### config.mk
export PLATFORM = sky130hd
export DESIGN_NAME = mult_sequencer
export DESIGN_NICKNAME = d
export VERILOG_FILES = /design/src/rtl/mult_pkg.sv /design/src/rtl/sm_normalize.sv /design/src/rtl/mult_sequencer.sv
export SDC_FILE = /design/constraint.sdc
export NUM_CORES = 1
export LEC_CHECK = 0
export ABC_CLOCK_PERIOD_IN_PS = 4100
export CAP_MARGIN = 30
export CORE_ASPECT_RATIO = 1.4
export CORE_MARGIN = 2
export CORE_UTILIZATION = 44
export CTS_CLUSTER_SIZE = 28
export DETAILED_ROUTE_END_ITERATION = 10
export GPL_ROUTABILITY_DRIVEN = 0
export PLACE_DENSITY = 0.87
export SETUP_SLACK_MARGIN = 0.3
export SLEW_MARGIN = 10
export SYNTH_ARGS = -nofsm -noshare
export SYNTH_HDL_FRONTEND = slang
export SYNTH_SLANG_ARGS = --single-unit
### constraint.sdc
create_clock -name clk -period 4.1 [get_ports clk]
set_input_delay 0.82 -clock clk [delete_from_list [all_inputs] [get_ports clk]]
set_output_delay 0.82 -clock clk [all_outputs]
set_load 0.01 [all_outputs]
### src/rtl/mult_pkg.sv
// Shared definitions for the sign-magnitude multiplier sequencer and related
// arithmetic stages.
package mult_pkg;

    typedef enum logic [1:0] {
        ST_IDLE  = 2'd0,
        ST_CLEAR = 2'd1,
        ST_RUN   = 2'd2,
        ST_HOLD  = 2'd3
    } mult_state_e;

    localparam int OPERAND_W     = 8;
    localparam int PRODUCT_W     = 16;
    localparam int OP_SIGN_BIT   = OPERAND_W - 1;
    localparam int PROD_SIGN_BIT = PRODUCT_W - 1;

    function automatic int max_int(input int a, input int b);
        return (a > b) ? a : b;
    endfunction

endpackage

### src/rtl/sm_normalize.sv
// Combinational sign-magnitude normaliser: removes negative zero and optionally
// converts to two's complement.
module sm_normalize #(
    parameter int W    = 16,
    parameter bit TWOS = 1'b0
) (
    input  logic [W-1:0] sm_in,
    output logic [W-1:0] norm_out
);

    logic [W-2:0] mag;
    logic [W-2:0] mag_inv;
    logic         sgn;

    assign mag = sm_in[W-2:0];
    // A zero magnitude always reads as +0, whatever the incoming sign bit.
    assign sgn = sm_in[W-1] & (|mag);

    genvar gi;
    generate
        for (gi = 0; gi < W - 1; gi++) begin : g_inv
            assign mag_inv[gi] = ~mag[gi];
        end

        if (TWOS) begin : g_twos
            assign norm_out = sgn ? ({1'b1, mag_inv} + W'(1)) : {1'b0, mag};
        end else begin : g_signmag
            assign norm_out = {sgn, mag};
        end
    endgenerate

endmodule

### src/rtl/mult_sequencer.sv
// Valid/ready front and back end for the 8x8 shift-and-add multiplier, with a
// watchdog that turns a hung multiplier into an error result.
module mult_sequencer
    import mult_pkg::*;
#(
    parameter int CLR_CYCLES = 2,
    parameter int TIMEOUT    = 31,
    parameter bit OUT_TWOS   = 1'b0
) (
    input  logic                 clk,
    input  logic                 rst,
    input  logic                 in_valid,
    output logic                 in_ready,
    input  logic [OPERAND_W-1:0] in_a,
    input  logic [OPERAND_W-1:0] in_b,
    output logic                 out_valid,
    input  logic                 out_ready,
    output logic [PRODUCT_W-1:0] out_z,
    output logic                 out_err,
    output logic [OPERAND_W-1:0] mul_w,
    output logic [OPERAND_W-1:0] mul_y,
    output logic                 mul_nrst,
    input  logic [PRODUCT_W-1:0] mul_z,
    input  logic                 mul_finish
);

    localparam int              CNT_MAX  = max_int(CLR_CYCLES, TIMEOUT);
    localparam int              CNT_W    = $clog2(CNT_MAX + 1);
    localparam logic [CNT_W-1:0] CLR_LAST = CNT_W'(CLR_CYCLES - 1);
    localparam logic [CNT_W-1:0] RUN_LAST = CNT_W'(TIMEOUT - 1);
    localparam logic [CNT_W-1:0] CNT_SAT  = CNT_W'(CNT_MAX);

    mult_state_e          state_reg,   state_next;
    logic [CNT_W-1:0]     cnt_reg,     cnt_next;
    logic [OPERAND_W-1:0] mul_w_reg,   mul_w_next;
    logic [OPERAND_W-1:0] mul_y_reg,   mul_y_next;
    logic [PRODUCT_W-1:0] out_z_reg,   out_z_next;
    logic                 out_err_reg, out_err_next;

    logic [CNT_W-1:0]     cnt_inc;
    logic [PRODUCT_W-1:0] norm_z;

    sm_normalize #(
        .W    (PRODUCT_W),
        .TWOS (OUT_TWOS)
    ) u_norm (
        .sm_in    (mul_z),
        .norm_out (norm_z)
    );

    // Counter saturates rather than wrapping.
    assign cnt_inc = (cnt_reg == CNT_SAT) ? cnt_reg : cnt_reg + CNT_W'(1);

    always_comb begin
        state_next   = state_reg;
        cnt_next     = cnt_reg;
        mul_w_next   = mul_w_reg;
        mul_y_next   = mul_y_reg;
        out_z_next   = out_z_reg;
        out_err_next = out_err_reg;

        unique case (state_reg)
            ST_IDLE: begin
                if (in_valid) begin
                    mul_w_next = in_a;
                    mul_y_next = in_b;
                    cnt_next   = '0;
                    state_next = ST_CLEAR;
                end
            end
            ST_CLEAR: begin
                if (cnt_reg == CLR_LAST) begin
                    cnt_next   = '0;
                    state_next = ST_RUN;
                end else begin
                    cnt_next = cnt_inc;
                end
            end
            ST_RUN: begin
                cnt_next = cnt_inc;
                // A finish in the final watchdog cycle still yields a real result.
                if (mul_finish) begin
                    out_z_next   = norm_z;
                    out_err_next = 1'b0;
                    state_next   = ST_HOLD;
                end else if (cnt_reg == RUN_LAST) begin
                    out_z_next   = '0;
                    out_err_next = 1'b1;
                    state_next   = ST_HOLD;
                end
            end
            ST_HOLD: begin
                if (out_ready) begin
                    state_next = ST_IDLE;
                end
            end
            default: begin
                state_next = ST_IDLE;
            end
        endcase
    end

    always_ff @(posedge clk) begin
        if (rst) begin
            state_reg   <= ST_IDLE;
            cnt_reg     <= '0;
            mul_w_reg   <= '0;
            mul_y_reg   <= '0;
            out_z_reg   <= '0;
            out_err_reg <= 1'b0;
        end else begin
            state_reg   <= state_next;
            cnt_reg     <= cnt_next;
            mul_w_reg   <= mul_w_next;
            mul_y_reg   <= mul_y_next;
            out_z_reg   <= out_z_next;
            out_err_reg <= out_err_next;
        end
    end

    assign in_ready  = (state_reg == ST_IDLE);
    assign out_valid = (state_reg == ST_HOLD);
    assign mul_nrst  = (state_reg == ST_RUN);
    assign out_z     = out_z_reg;
    assign out_err   = out_err_reg;
    assign mul_w     = mul_w_reg;
    assign mul_y     = mul_y_reg;

endmodule
; Word-level counts from Yosys, hierarchy flattened
; Index checks and enable logic that the tools add are counted.
[totals]
ff_bits = 40
input_bits = 37
output_inout_bits = 36
word_cells = 40
[op_classes]
n_addsub = 1
eq_ne = 10
muxes = 14
n_bitwise = 1
reduce_logical = 8
[ops]
columns = op, count
row1 = $mux 16, 2
row2 = $mux 5, 3
row3 = $pmux 5 s3, 1
row4 = $reduce_or 15->1, 1
row5 = $eq 5x5->1 const B, 2
row6 = $mux 2, 5
row7 = $pmux 2 s4, 1
row8 = $reduce_and 2->1, 3
row9 = $add 5x1->5 const B, 1
row10 = $eq 5x1->1 const B, 1
row11 = $eq 2x2->1 const B, 2
row12 = $ne 2x2->1 const B, 2
row13 = $reduce_and 4->1, 1
row14 = $ne 3x1->1 const B, 1
row15 = $reduce_bool 3->1, 1
row16 = $eq 2x1->1 const B, 1
row17 = $logic_not 2->1, 1
row18 = $mux 1, 2
row19 = $ne 2x1->1 const B, 1
row20 = $reduce_bool 2->1, 1
row21 = $and 1x1->1, 1

; Depth between registers and ports, before layout
; Gate-level depths: netlist of run 1.
[logic_depth]
ltp_word = 4
depth_mapped = 8

; Modules after synthesis
; Synthesis of run 1 repeated with hierarchy kept, for this count alone.
[unflattened]
cells_unflattened = 205
hier_area_um2 = 1759.2
[by_module_without_submodules]
columns = mod, n_inst, cells_each, area_per_inst_um2, seq_area_each_um2
row1 = mult_sequencer, 1, 183, 1602.8, 800.8
row2 = sm_normalize, 1, 22, 156.4, 0.0

; Worst setup path before layout of run 1
; No wires, ideal clock.
[synth_timing]
path_kind = input to register
startpoint = in mul_finish
endpoint = reg out_z_reg[0] (netlist: out_z[0])
setup_ps = 65
t_arrival_ps = 1707
t_required_ps = 4035
slack_ps = 2328
stages = 6
n_path_buf = 2
cell_sequence = a41oi_1 -> nand2b_1 -> buf_2 -> clkbuf_1 -> a22oi_1 -> nor2_1
[synth_between]
elab_chain_cells = 2
word_cells_on_any_way = 3
[synth_rtl]
columns = item, line_no
row1 = start: declaration, mult_sequencer.sv:24  ; input logic mul_finish
row2 = $reduce_bool 2->1 (no line), --
row3 = $reduce_and 2->1 (no line), --
row4 = end signal: assignment, mult_sequencer.sv:116  ; out_z_reg <= out_z_next;
row5 = end: declaration, mult_sequencer.sv:37  ; logic [PRODUCT_W-1:0] out_z_reg, out_z_next;
; Several ways; a longest one is shown, not always the timed one.
; A chain may end at the register's enable or synchronous reset.

; Worst setup path after layout of run 1
[layout_timing]
startpoint = reg state_reg[0]
endpoint = out mul_nrst
[layout_between]
elab_chain_cells = 1
[layout_rtl]
columns = item, line_no
row1 = start: declaration, mult_sequencer.sv:33  ; mult_state_e state_reg, state_next;
row2 = start signal: assignment, mult_sequencer.sv:112  ; state_reg <= state_next;
row3 = $eq 2x2->1, mult_sequencer.sv:123  ; assign mul_nrst = (state_reg == ST_RUN);
row4 = end: declaration, mult_sequencer.sv:22  ; output logic mul_nrst,
; Every way passes these cells.

==> results.yml, run 1 <==
pwr:
  netSwitchingFraction_pct: 33.73
  p_per_area_nw_per_um2: 478.9
  seqPwrFrac_pct: 40.4
  power_leakage_nw: 0.8983
  p_sw_w: 0.0004008
  clkPwrFrac_pct: 20.8
  peakVddDrop_mv: 0.3760
  combPwrFrac_pct: 38.8
  intPower_w: 0.0007875
setup_path:
  r2r_start: "cnt_reg[0]"
  critPathSlowestCell: "clkdlybuf4s50_1"
  cp-end-kind: "output port"
  crit_path_max_fanout: 6
  regToRegSetupSlack_ns: 2.27
  crit_buf_inv: 2
  worst-endpoint-arrival_ns: 1.59
  critPathTopFamily: "buffers and inverters"
  path_class: "reg -> out"
  critPathLaunchType: "flop"
  crit_chain: "inv_1 -> ha_1 -> clkdlybuf4s50_1"
  max_stage_delay_ns: 0.58
  critical_path_depth: 3
  rr_endpoint: "cnt_reg[0]"
  required_ns: 3.28
  r2r_cells: 5
clock_network:
  clkSinkCount: 40
  cts_buffer_depth: 2
  cts_max_level: 2
  tritoncts: "yes"
  cts-root-buf: "clkbuf_8"
  post_cts_buffers: 0
  cts_resized: 0
  clk_latency_ns: 0.29
  numCtsBuffers: 5
  clk_pin_slew_ns: 0.08
  postCtsHoldBufs: 0
final_layout:
  area_growth_pct: 50.68
  drive_gt1_share_pct: 5.792
  largest_reg_flops: 16
  final_util_pct: 68.71
  n_fill_cell: 287
  finalNetCount: 304
  antenna_cells: 0
timing:
  fin_tns_setup_ns: 0
  slew_viol_final: 0
  max_freq_mhz: 414.4
  worst_slew_pin_slew_ns: 0.6655
  finalSetupViolCount: 0
  timing.final.crit_share_pct: 58.86
  rsz0062_at_grt: "false"
  skew_ns: 0.01073
  finalHoldViolations: 0
  post-route-min-period_ns: 2.413
  slew_headroom_pct: 55.63
placed_design:
  port_buffers: 72
  hpwl_mm: 3.160
status:
  status: "finished, final reports clean"
global_routing:
  antenna_found_initial: 0
  grt_pass1_vias: 1620
  grt_pass1_wl_mm: 6.900
  gr-total-overflow: 0
  grt_max_degree: 18
  gr-usage-all-layers_pct: 20.12
logic_synthesis:
  netlist_instances: 189
  yosysUniqueCellTypes: 31
  syn_nets: 234
  yosysTopAreaCellShare_pct: 48.63
  ys.flop_type: "dfxtp_1"
  syn-cell-area_um2: 1647
  yosys_register_bits: 40
  synthTopCellsByArea: "dfxtp_1 (49%), nand2_1 (8.4%), a22oi_1 (6.8%)"
  async_reset_ff_share_pct: 0
  yosysWarnings: 0
  ys_seq_area_share_pct: 48.63
  synth_area_per_cell_um2: 8.712
  synth-edff-count: 0
  synth_top_cell_by_area: "dfxtp_1"
die:
  start_util_pct: 45.60
  io_pins: 73
  die_x_um: 55.70
  die_area_um2: 4254
  rows: 26
  core_um2: 3611
  die_y_um: 76.38
detailed_routing:
  drc_errors: 0
  finalWirelength_mm: 4.267
  wl_per_cell_um: 14.18
  drt_pass1_iterations: 4
  ant_nets: 0
  vias: 1628
  drt_iter0_markers: 37
  via_per_inst: 5.409
worst_hold_path:
  holdPathEnd: "mul_y[5]"
  hold_depth: 2
  hp-class: "reg -> reg"
  min_from: "mul_y[5]"
run:
  max_cap_viol_count: 0
## routing by layer
layer  GRT usage [%]  vias to the layer above  share of wire, %
li1                -                      793                 -
met1           21.57                      762                39
met2           35.48                       60                53
met3           4.584                       13               4.6
met4           11.46                        0               2.9
met5               0                        -                 0
## layout by cell type, fill, tap and decap left out
| cell | netlist | layout |
|---|---|---|
| a21oi_1 | 19 | 19 |
| dfxtp_1 | 40 | 40 |
| and2_1 | 3 | 3 |
| nand4_1 | 2 | 2 |
| ha_1 | 8 | 8 |
| a32oi_1 | 1 | 1 |
| nor4_1 | 3 | 3 |
| and3_2 | 1 | 1 |
| nor2_1 | 18 | 18 |
| a211oi_1 | 2 | 2 |
| nand3_1 | 3 | 3 |
| nand2_1 | 37 | 37 |
| or4b_4 | 1 | 1 |
| a21boi_0 | 1 | 1 |
| o32ai_1 | 1 | 1 |
| inv_1 | 8 | 8 |
| nand4b_1 | 1 | 1 |
| nor3_1 | 3 | 3 |
| o22ai_1 | 1 | 1 |
| nand2b_1 | 2 | 2 |
| a221oi_1 | 1 | 1 |
| a22oi_1 | 15 | 15 |
| clkinv_2 | 0 | 1 |
| nor2b_1 | 1 | 1 |
| clkinvlp_4 | 0 | 1 |
| clkdlybuf4s50_1 | 0 | 72 |
| buf_4 | 0 | 1 |
| a21o_2 | 1 | 1 |
| a221oi_4 | 1 | 1 |
| a22o_2 | 1 | 1 |
| buf_8 | 0 | 1 |
| a211oi_2 | 1 | 1 |
| clkbuf_8 | 0 | 5 |
| a41oi_1 | 2 | 2 |
## how the worst max path moves through the flow
stage	startpoint	to	slack (ns)
after floorplan	mul_finish	out_z[0]	2.33
final	state_reg[0]	mul_nrst	1.69
after detailed placement	mul_finish	out_z[2]	1.70
after global routing	state_reg[0]	mul_nrst	1.62
after global placement	rst	out_z[6]	1.60
after CTS	state_reg[0]	mul_nrst	1.68
## cell usage after synthesis (2+ instances only)
library cell	count
a211oi_1	2
nand3_1	3
nor4_1	3
nand2_1	37
nand2b_1	2
clkbuf_1	9
a21oi_1	19
a41oi_1	2
ha_1	8
dfxtp_1	40
a22oi_1	15
nor2_1	18
nor3_1	3
inv_1	8
nand4_1	2
and2_1	3
## kinds of logic after synthesis
group,synth area share [%]
AO/OA/AOI/OAI,20.52
adder cells (fa/ha/maj),6.079
buffers and inverters,4.407
flip-flops,48.63
AND/OR/NAND/NOR,20.36
## area by class of cell
class	count	area (um2)	share of cell area [%]
Inverter	8	30.03	1.210
Multi-Input combinational cell	130	773.2	31.16
Clock buffer	5	68.82	2.774
Timing Repair Buffer	74	743.2	29.95
Clock inverter	2	12.51	0.5043
Sequential cell	40	800.8	32.27
Tap cell	42	52.55	2.118
## per-stage QoR
stage	hold slack (ns)	instance area (um2)	std cells	total power [W]	setup slack, ns
finish	0.4583	2481	301	0.001188	1.687
global route	0.4852	2481	301	0.001260	1.616
detailed placement	0.4494	2400	294	0.0009503	1.697
floorplan	0.4780	1647	189	0.0007541	2.328
CTS	0.4600	2481	301	0.001195	1.681
global placement	0.4408	2385	293	0.0009345	1.599
## power by group through the flow
stage | clock, W | sequential, W | combinational [W]
3_5_place_dp | 0 | 0.000489 | 0.000462
2_1_floorplan | 0 | 0.000505 | 0.000249
4_1_cts | 0.000250 | 0.000481 | 0.000465
3_3_place_gp | 0 | 0.000486 | 0.000449
6_report | 0.000247 | 0.000480 | 0.000461
5_1_grt | 0.000266 | 0.000488 | 0.000506
## worst reg2reg max path, delay by kind of cell, from the launching register on
family	cells	cell delay, ns
fa+ha+maj	1	0.18
simple gates	1	0.48
compound gates	3	0.64
flops	1	0.42
Power figures use the tool's default switching activity.
==> inputs of run 2 (changes only) <==
ABC_CLOCK_PERIOD_IN_PS = 2000   (was 4100)
CORE_UTILIZATION = 37   (was 44)
PLACE_DENSITY = 0.78   (was 0.87)
clock period = 2 ns   (was 4.1 ns; I/O delays follow)
==> results.yml, run 2 (synthesized netlist as in run 1, its figures left out) <==
final_layout:
  fin_cells: 328
  area_growth_pct: 61.25
  n_fill_cell: 361
  register_area_um2: 810.8
  finalNetCount: 312
  largest_reg_flops: 16
  mostFrequentLayoutCell: "clkdlybuf4s50_1"
  multi_input_area_um2: 824.5
  antenna_cells: 0
  layout_common_cells: "clkdlybuf4s50_1 (69), nand2_1 (37), dfxtp_1 (36)"
  drive_gt1_share_pct: 14.55
die:
  start_util_pct: 38.84
  core_um2: 4239
  die_area_um2: 5007
  rows: 28
  io_pins: 73
  die_y_um: 82.93
  die_x_um: 60.38
timing:
  finalSetupViolCount: 0
  rsz0062_at_grt: "true"
  fin_tns_setup_ns: 0
  timing.final.crit_share_pct: 84.03
  slew_headroom_pct: 64.76
  post-route-min-period_ns: 1.681
  whs_ns: 0.4542
  skew_ns: 0.004898
  worst_slew_pin_slew_ns: 0.5273
  slew_viol_final: 0
  max_freq_mhz: 595.0
  finalHoldViolations: 0
setup_path:
  max_stage_delay_ns: 0.37
  crit_chain: "inv_1 -> ha_2 -> clkdlybuf4s15_1"
  cp-end-kind: "output port"
  critPathSlowestCell: "dfxtp_4"
  crit_path_max_fanout: 6
  setup.worst_path.start: "state_reg[0]"
  path_class: "reg -> out"
  r2r_cells: 6
  rr_endpoint: "state_reg[1]"
  worst-endpoint-arrival_ns: 1.28
  required_ns: 1.60
  regToRegSetupSlack_ns: 0.35
  critPathLaunchType: "flop"
  r2r_start: "cnt_reg[1]"
pwr:
  intPower_w: 0.001855
  seqPwrFrac_pct: 36.8
  power_leakage_nw: 0.9712
  p_per_area_nw_per_um2: 1025
  clkPwrFrac_pct: 25.5
  combPwrFrac_pct: 37.7
  netSwitchingFraction_pct: 31.81
  p_sw_w: 0.0008655
  peakVddDrop_mv: 0.4528
worst_hold_path:
  hold_depth: 2
  min_from: "mul_w[2]"
  holdPathEnd: "mul_w[2]"
  hp-class: "reg -> reg"
status:
  status: "finished, final reports clean"
clock_network:
  clk_pin_slew_ns: 0.08
  cts_max_level: 2
  tritoncts: "yes"
  clk_latency_ns: 0.29
  postCtsHoldBufs: 0
  clkSinkCount: 40
  cts_buffer_depth: 2
  cts-root-buf: "clkbuf_8"
  numCtsBuffers: 5
global_routing:
  grt_pass1_vias: 1533
  grt_pass1_wl_mm: 6.679
  grt_max_degree: 19
  antenna_found_initial: 0
  gr-usage-all-layers_pct: 17.28
  gr-total-overflow: 0
placed_design:
  port_buffers: 72
  hpwl_mm: 2.970
  dp_cells: 315
detailed_routing:
  drc_errors: 0
  ant_nets: 0
  via_per_inst: 4.912
  vias: 1611
  wl_per_cell_um: 12.62
  drt_iter0_markers: 43
  drt_pass1_iterations: 4
  finalWirelength_mm: 4.140
run:
  max_cap_viol_count: 0
-- run 2: per-stage QoR --
stage	cell area, um2	worst slack (ns)	power [W]	utilization (%)
after floorplan	1647	0.3328	0.001546	-
after global placement	2437	0.1768	0.001944	57.50
after detailed placement	2437	0.1460	0.001957	57.50
after CTS	2601	0.2993	0.002696	61.36
after global routing	2655	0.2636	0.002887	62.63
final	2655	0.3194	0.002721	62.63
-- run 2: power by group through the flow --
| stage | Clock (W) | Sequential, W | Combinational (W) |
|---|---|---|---|
| floorplan | 0 | 0.00103 | 0.000511 |
| global placement | 0 | 0.000995 | 0.000949 |
| detailed placement | 0 | 0.00100 | 0.000957 |
| CTS | 0.000714 | 0.00100 | 0.000980 |
| global route | 0.000740 | 0.00102 | 0.00113 |
| finish | 0.000694 | 0.00100 | 0.00102 |
-- run 2: area by class of cell --
class                   instances  share of cell area, %
clock buffers                   6                  3.110
multi-input cells             130                  31.06
repair buffers                 82                  29.88
flip-flops and latches         40                  30.54
well taps                      60                  2.828
inverters                       8                  1.131
clock inverters                 2                  1.461
-- run 2: what timing repair did --
action                                  4_1_cts  5_1_grt
endpoints found under the setup margin        8       23
setup buffers                                 2        3
pin swaps                                     2        5
cloned                                        0        0
resized for setup                            15       10
-- run 2: layer usage --
layer | wire length (um) | GRT usage, % | up-vias
li1 | - | - | 808
met1 | 1621 | 18.13 | 734
met2 | 2171 | 30.73 | 61
met3 | 240 | 4.050 | 8
met4 | 106 | 8.081 | 0
met5 | 0 | 0 | -
-- run 2: worst max path at each step --
stage | end | slack [ns] | cells after the start
3_3_place_gp | cnt_reg[0] | 0.18 | 5
3_5_place_dp | cnt_reg[0] | 0.15 | 5
5_1_grt | mul_nrst | 0.26 | 3
4_1_cts | mul_nrst | 0.30 | 3
2_1_floorplan | cnt_reg[0] | 0.33 | 5
6_report | mul_nrst | 0.32 | 3
-- run 2: critical path, delay by kind of cell, from the launching register on --
| kind | cells | cell delay [ns] |
|---|---|---|
| DFF | 1 | 0.37 |
| buffers and inverters | 2 | 0.35 |
| adders and majority gates | 1 | 0.26 |
==> inputs of run 3 (changes only) <==
ABC_CLOCK_PERIOD_IN_PS = 1620   (was 2000)
CORE_UTILIZATION = 41   (was 37)
PLACE_DENSITY = 0.82   (was 0.78)
clock period = 1.62 ns   (was 2 ns; I/O delays follow)
==> results.yml, run 3 (synthesized netlist as in run 1, its figures left out) <==
status:
  status: "finished, violations left"
  violations: "setup timing"
pwr:
  p_per_area_nw_per_um2: 1233
  peakVddDrop_mv: 1.214
  power_leakage_nw: 1.255
die:
  io_pins: 73
  start_util_pct: 42.38
  core_um2: 3885
  die_x_um: 57.56
  die_y_um: 78.99
  die_area_um2: 4546
  rows: 27
final_layout:
  largest_reg_flops: 16
  fin_cells: 329
  n_fill_cell: 273
  finalNetCount: 330
  mostFrequentLayoutCell: "dfxtp_1"
  final_cell_area_um2: 2979
  area_growth_pct: 80.93
  antenna_cells: 0
  drive_gt1_share_pct: 33.57
  layout_common_cells: "dfxtp_1 (37), dlygate4sd2_1 (36), nand2_1 (34)"
detailed_routing:
  via_per_inst: 5.280
  vias: 1737
  drt_iter0_markers: 37
  drc_errors: 0
  finalWirelength_mm: 5.312
  drt_pass1_iterations: 4
  ant_nets: 0
  wl_per_cell_um: 16.15
setup_path:
  cp-end-kind: "flop"
  crit_path_max_fanout: 4
  r2r_cells: 6
  regToRegSetupSlack_ns: -0.07
  r2r_start: "cnt_reg[1]"
  path_class: "reg -> reg"
  critPathLaunchType: "flop"
  max_stage_delay_ns: 0.48
  crit_chain: "inv_2 -> ha_4 -> or4b_4 -> a221oi_4 -> a21oi_2 -> a211oi_2"
  required_ns: 1.83
  worst-endpoint-arrival_ns: 1.90
  critPathSlowestCell: "or4b_4"
  rr_endpoint: "state_reg[0]"
placed_design:
  hpwl_mm: 3.192
  port_buffers: 72
  dp_cells: 310
  placed_cell_area_um2: 2623
timing:
  skew_ns: 0.008645
  finalHoldViolations: 0
  slew_viol_final: 0
  whs_ns: 0.4522
  timing.final.crit_share_pct: 104.5
  fin_tns_setup_ns: -0.1406
  fin_ws_ns: -0.07242
  post-route-min-period_ns: 1.692
  finalSetupViolCount: 2
  max_freq_mhz: 590.9
  rsz0062_at_grt: "true"
  slew_headroom_pct: 78.12
  worst_slew_pin_slew_ns: 0.3281
worst_hold_path:
  min_from: "mul_y[2]"
  hp-class: "reg -> reg"
  holdPathEnd: "mul_y[2]"
  hold_depth: 2
clock_network:
  clk_latency_ns: 0.30
  cts_max_level: 2
  postCtsHoldBufs: 0
  tritoncts: "yes"
  clkSinkCount: 40
  clk_pin_slew_ns: 0.08
  cts_buffer_depth: 2
  numCtsBuffers: 5
  cts-root-buf: "clkbuf_8"
global_routing:
  grt_pass1_vias: 1664
  grt_pass1_wl_mm: 7.672
  gr-total-overflow: 0
  gr-usage-all-layers_pct: 21.74
  grt_max_degree: 17
  antenna_found_initial: 0
run:
  max_cap_viol_count: 0
[run 3: cell count changes in the layout (fill, tap and decap cells not counted), moves of 4 or more]
cell / before / now
clkdlybuf4s50_1: 69 / 33
buf_6: 0 / 4
dlygate4sd2_1: 2 / 36
a22oi_1: 15 / 0
a22oi_2: 0 / 15
and2_4: 0 / 4
buf_4: 10 / 18
[run 3: worst max-delay path by stage]
stage | slack, ns | cells after the start | start | end
after floorplan | 0.004 | 6 | cnt_reg[1] | state_reg[1]
after global placement | -0.04 | 6 | mul_z[7] | out_z[15]
after detailed placement | -0.10 | 5 | in_valid | cnt_reg[1]
after CTS | 0.007 | 6 | cnt_reg[1] | state_reg[1]
after global routing | -0.14 | 6 | cnt_reg[1] | state_reg[0]
final | -0.07 | 6 | cnt_reg[1] | state_reg[0]
[run 3: area by class of cell]
type	count	area, um2	area share, %
clock buffer	5	68.82	2.310
multi-input combinational	134	1095	36.75
inverter	8	35.03	1.176
sequential	40	807.0	27.09
tap	43	53.80	1.806
timing repair buffer	96	900.9	30.24
clock inverter	3	18.77	0.6300
[run 3: repair_timing]
item / 4_1_cts / 5_1_grt
pin swaps: 13 / 13
endpoints found under the setup margin: 60 / 28
setup buffers: 2 / 4
resized for setup: 70 / 27
cloned: 4 / 1
[run 3: through the flow]
stage                     util (%)  power, W  setup slack (ns)
final                        76.68  0.003674          -0.07242
after global routing         76.68  0.003900           -0.1411
after CTS                    72.56  0.003402          0.006508
after detailed placement     67.50  0.002658           -0.1018
after global placement       67.50  0.002627          -0.04287
after floorplan                  -  0.002071          0.003946
[run 3: power by group]
| part | switching, W | total [W] | internal (W) |
|---|---|---|---|
| logic | 0.000876 | 0.00179 | 0.000912 |
| registers | 0.0000956 | 0.00123 | 0.00113 |
| clock network | 0.000358 | 0.000658 | 0.000300 |
[run 3: critical path: cells and delay by family, from the launching register on]
| family | cells | cell delay [ns] |
|---|---|---|
| simple gates | 1 | 0.48 |
| compound gates | 3 | 0.63 |
| buf+inv | 1 | 0.06 |
| fa+ha+maj | 1 | 0.11 |
| flops | 1 | 0.32 |
[run 3: routing by layer]
layer | track usage [%] | wire length (um)
met4 | 9.302 | 113
met5 | 0 | 0
met3 | 5.537 | 272
met2 | 36.93 | 2906
met1 | 25.44 | 2019
